--- src/rtl/x_multdiv.sv ---
// x_multdiv: iterative signed mul/div unit, 32-cycle shift-add multiply and restoring divide on magnitudes.
// Define X_MULTDIV_DIVZERO_FAST_EN to finish a divide-by-zero after a single BUSY cycle.
module x_multdiv (
  input  logic        clk,
  input  logic        reset,
  input  logic [31:0] in_IR,
  input  logic [31:0] data_in_A,
  input  logic [31:0] data_in_B,
  output logic        stall,
  output logic [31:0] result,
  output logic        result_valid,
  output logic        exception,
  output logic [4:0]  result_rd
);
  typedef enum logic [1:0] {IDLE, BUSY, DONE} state_t;
  state_t state;
  logic [5:0] cnt;
  logic [63:0] p, p_nxt, pm;
  logic [31:0] mc, fin_res;
  logic [32:0] sum, diff;
  logic [64:0] sh;
  logic [4:0] rd;
  logic is_div, neg, b_zero, last, fin_exc, dec_md, dec_div;
  function automatic logic [31:0] mag(input logic [31:0] v);
    return v[31] ? -v : v;
  endfunction
  assign dec_md = in_IR[31:27] == 5'd0 && in_IR[6:3] == 4'b0011;
  assign dec_div = in_IR[2];
  assign stall = reset && dec_md && state != DONE;
`ifdef X_MULTDIV_DIVZERO_FAST_EN
  assign last = cnt == 6'd31 || (is_div && b_zero);
`else
  assign last = cnt == 6'd31;
`endif
  // p holds {partial product, multiplier} for mul and {remainder, dividend/quotient} for div
  always_comb begin
    sum = {1'b0, p[63:32]} + (p[0] ? {1'b0, mc} : 33'd0);
    sh = {p, 1'b0};
    diff = sh[64:32] - {1'b0, mc};
    p_nxt = is_div ? (diff[32] ? sh[63:0] : {diff[31:0], sh[31:1], 1'b1}) : {sum, p[31:1]};
    pm = neg ? -p_nxt : p_nxt;
    fin_res = (is_div && b_zero) ? 32'd0 : pm[31:0];
    fin_exc = is_div ? (b_zero || (!neg && p_nxt[31])) : pm[63:32] != {32{pm[31]}};
  end
  always_ff @(posedge clk or negedge reset) begin
    if (!reset) begin
      state <= IDLE;
      cnt <= 6'd0;
      p <= 64'd0;
      mc <= 32'd0;
      rd <= 5'd0;
      is_div <= 1'b0;
      neg <= 1'b0;
      b_zero <= 1'b0;
      result <= 32'd0;
      result_valid <= 1'b0;
      exception <= 1'b0;
      result_rd <= 5'd0;
    end else begin
      result_valid <= 1'b0;
      case (state)
        IDLE: if (dec_md) begin
          state <= BUSY;
          cnt <= 6'd0;
          p <= {32'd0, dec_div ? mag(data_in_A) : mag(data_in_B)};
          mc <= dec_div ? mag(data_in_B) : mag(data_in_A);
          rd <= in_IR[26:22];
          is_div <= dec_div;
          neg <= data_in_A[31] ^ data_in_B[31];
          b_zero <= data_in_B == 32'd0;
        end
        BUSY: begin
          p <= p_nxt;
          cnt <= cnt + 6'd1;
          if (last) begin
            state <= DONE;
            result <= fin_res;
            exception <= fin_exc;
            result_rd <= rd;
            result_valid <= 1'b1;
          end
        end
        default: state <= IDLE;
      endcase
    end
  end
endmodule

--- config.mk ---
export PLATFORM = sky130hd
export DESIGN_NAME = x_multdiv
export DESIGN_NICKNAME = d
export VERILOG_FILES = /design/src/rtl/x_multdiv.sv
export SDC_FILE = /design/constraint.sdc
export NUM_CORES = 1
export LEC_CHECK = 0
export ABC_AREA = 0
export CAP_MARGIN = 0
export CELL_PAD_IN_SITES_DETAIL_PLACEMENT = 2
export CELL_PAD_IN_SITES_GLOBAL_PLACEMENT = 2
export CORE_AREA = 8 8 294 154
export DETAILED_ROUTE_END_ITERATION = 8
export DIE_AREA = 0 0 302 162
export HOLD_SLACK_MARGIN = 0.15
export PLACE_DENSITY = 0.94
export SLEW_MARGIN = 15
export SYNTH_ARGS = -nofsm -noshare
export SYNTH_HDL_FRONTEND = slang
export SYNTH_SLANG_ARGS = --single-unit
--- constraint.sdc ---
create_clock -name clk -period 16.6 [get_ports clk]
set_input_delay 1.66 -clock clk [delete_from_list [all_inputs] [get_ports clk]]
set_output_delay 1.66 -clock clk [all_outputs]
set_load 0.005 [all_outputs]
==> reports/qor.csv <==
stage,metric,value,unit
critical_path,slowest_delay,0.91,ns
routing,drt-initial-drc-count,2071,
cells_and_area,drive_gt1_frac,0.06061,
routing,via_per_inst,6.859,
critical_path,cp_max_fo,22,
pwr,power,1387,µW
global_routing,grt_max_degree,116,
critical_path,slowest_stage,nor4_2,
floorplan,num_rows,53,
sta,hold_viol,0,
cts,post_cts_buffers,0,
yosys,synth.avg_cell_area,7.510,µm²
yosys,synth-main-ff-cell,dfrtp_1,
sta,skew,0.02419,ns
routing,ant_nets,0,
yosys,syn_area,0.01492,mm²
yosys,netlist_top_cells_area,"dfrtp_1 (25%), o21ai_0 (6.8%), xnor2_1 (6.1%)",
floorplan,die_y,162,µm
sta,maxSlewHeadroom,0.2022,
sta,period_minus_slack,8.970,ns
critical_path,path_common_cell,nand3_1,
sta,setup-tns-final,0,ns
cts,cts_buffers,17,
floorplan,core,0.04118,mm²
global_routing,grt_pass1_wl,124700,µm
critical_path,crit_buf_inv,2,
global_routing,grt.overflow.total,0,
min_path,holdCritPathClass,flip-flop to flip-flop,
cells_and_area,final_core_util,0.4157,
pwr,max-vdd-ir-drop,89.01,µV
yosys,synth_seq_area_share,0.2532,
sta,tightest_slew,1.197,ns
floorplan,die_w,302,µm
routing,wl_per_cell,32.55,µm
cts,cts_resized,0,
cts,cts_buffer_depth,2,
cts,htreeDepth,4,
pwr,p_leak,0.007270,µW
yosys,async_flop_share,1.000,
yosys,synthesis.nets,2155,
critical_path,arrival,9.34,ns
place,port_buffers,120,
routing,drc,0,
sta,maxSlewViolCount,0,
yosys,yosysTopAreaCell,dfrtp_1,
place,dp_hpwl,63320,µm
sta,max_freq,111.5,MHz
critical_path,start_kind,flip-flop,
routing,first_pass_iters,8,
cells_and_area,areaGrowthSynthToFinish,14.72,%
sta,rsz0062_at_grt,false,
place,gp_congestion,0.9865,
run_status,status,finished clean,
cts,clock_latency,0.49,ns
sta,hold-worst-slack,0.4864,ns
critical_path,crit_required,16.97,ns
global_routing,grt_use_total,0.3374,
floorplan,start_util,0.3623,
cells_and_area,fin_nets,2201,
cts,ctsHoldBuffers,0,
routing,wirelength,84540,µm
cts,cts.reportedPaths.clkPinSlew,0.08,ns
cts,cts_sinks,151,
yosys,synth_warnings,0,
yosys,synth_cells,1987,
global_routing,grt_pass1_vias,18421,
critical_path,critPathTopFamily,simple AND/OR/NAND/NOR gates,
sta,final-setup-viol-count,0,
yosys,synth.distinct_cells,87,
cts,cts-root-buf,clkbuf_16,
cts,cts_tree,yes,
routing,vias,17814,
critical_path,critPathKind,flip-flop to flip-flop,
run,maxCapViolations,0,
sta,period_share,0.5404,
cells_and_area,filler_cell_count,4724,
global_routing,grt_antenna_before_repair,8,
critical_path,end_kind,flip-flop,
pwr,p_per_area,81.02,mW/mm²
yosys,synth_edf_count,0,
floorplan,pin_count,138,
yosys,netlist.area_leader.share,0.2532,
yosys,ys_ff_latch,151,
floorplan,die_area,0.04892,mm²
-- state kept, by name (all words and copies together) (netlist names) --
| name | flops |
|---|---|
| b_zero | 1 |
| cnt | 6 |
| exception | 1 |
| is_div | 1 |
| mc | 32 |
| neg | 1 |
| p | 64 |
| rd | 5 |
| result | 32 |
| result_rd | 5 |
| result_valid | 1 |
| state | 2 |
-- synthesized netlist by cell type (all sizes together), types with 8 or more instances --
cell type and instances:
nand2 241, o21ai 202, nor2 174, dfrtp 151, a21oi 133, xnor2 104, clkbuf 100, nand3 98
ha 68, inv 65, xor2 55, nor3 50, a21o 40, mux2i 40, or3 34, o221ai 31
o31ai 30, nand4 29, a31oi 22, nor4 22, a211oi 19, buf 19, and3 15, or4 15
nor2b 14, o211ai 13, mux2 12, nand2b 12, or2 12, a221oi 11, and2 11, o21a 11
a22o 10, a211o 8, a31o 8
-- cells by family after synthesis --
logic type / Yosys count / synth area share
buf+inv: 184 / 0.04863
simple gates: 752 / 0.2403
flops: 151 / 0.2532
compound gates: 619 / 0.2689
fa+ha+maj: 70 / 0.05970
mux: 52 / 0.03589
xor+xnor: 159 / 0.09333
-- stage by stage --
| step | std cells | setup WS, ns | cell area, µm² |
|---|---|---|---|
| final | 2597 | 7.630 | 17120 |
| after global routing | 2596 | 7.372 | 17120 |
| after detailed placement | 2564 | 8.226 | 16560 |
| after floorplan | 1987 | 10.10 | 14920 |
| after global placement | 2564 | 8.434 | 16560 |
| after CTS | 2596 | 8.148 | 17110 |
-- worst register-to-register path, cell delays in order, from the launching register on --
cell,delay (ns)
dfrtp_1,0.45
inv_1,0.10
ha_1,0.27
inv_1,0.10
fa_1,0.27
a211oi_2,0.13
o211ai_2,0.33
a311oi_2,0.26
nor4_2,0.91
mux2_2,0.82
nor2_2,0.38
a21oi_1,0.37
ha_1,0.30
o211a_1,0.21
nand3_1,0.16
or3_1,0.48
nor2_1,0.27
nand3_1,0.25
nor4_1,0.54
nand2_1,0.36
nor4_2,0.57
mux2_2,0.42
nand3_1,0.09
nor4bb_1,0.34
nand4_1,0.15
o31a_1,0.35
-- per-layer routing --
| layer | track usage | routed length (µm) |
|---|---|---|
| met2 | 0.4745 | 33760 |
| met5 | 0 | 80 |
| met4 | 0.1009 | 2555 |
| met3 | 0.1410 | 11950 |
| met1 | 0.4637 | 36200 |
-- power by group --
| part | internal, µW | switching [µW] |
|---|---|---|
| sequential | 392 | 43.4 |
| combinational | 169 | 373 |
| clock | 199 | 210 |
-- area by class of cell --
class | instances | area [µm²] | share of cell area
sequential | 151 | 3784 | 0.2210
antenna | 1 | 2.502 | 0.0001462
multi-input combinational | 1652 | 10460 | 0.6107
tap | 550 | 688.2 | 0.04020
inverter | 65 | 244.0 | 0.01425
clock inverter | 14 | 111.4 | 0.006505
clock buffer | 18 | 439.2 | 0.02565
timing repair buffer | 146 | 1395 | 0.08149
-- final timing paths --
path / from / to / slack, ns / depth (start not counted)
min in group asynchronous: reset / result[14] / 1.07 / 1
worst max register to register: p[31] / exception / 7.63 / 25
worst max-delay path: p[31] / exception / 7.63 / 25
max in group asynchronous: reset / is_div / 14.15 / 2
worst min register to register: rd[2] / result_rd[2] / 0.49 / 2
worst min-delay path: rd[2] / result_rd[2] / 0.49 / 2
-- cell usage in the layout (no fill, tap or decap), types with 15 or more instances in the layout --
cell               n
a211oi_1          18
a21o_1            40
a21oi_1          133
a31oi_1           21
and3_1            15
buf_4             27
clkbuf_16         17
clkdlybuf4s50_1  118
dfrtp_1          149
ha_1              68
inv_1             64
mux2i_1           40
nand2_1          241
nand3_1           98
nand4_1           29
nor2_1           171
nor3_1            50
nor4_1            18
o21ai_0          202
o221ai_1          31
o31ai_1           29
or3_1             34
xnor2_1          104
xor2_1            55
(Power assumes the default switching activity.)
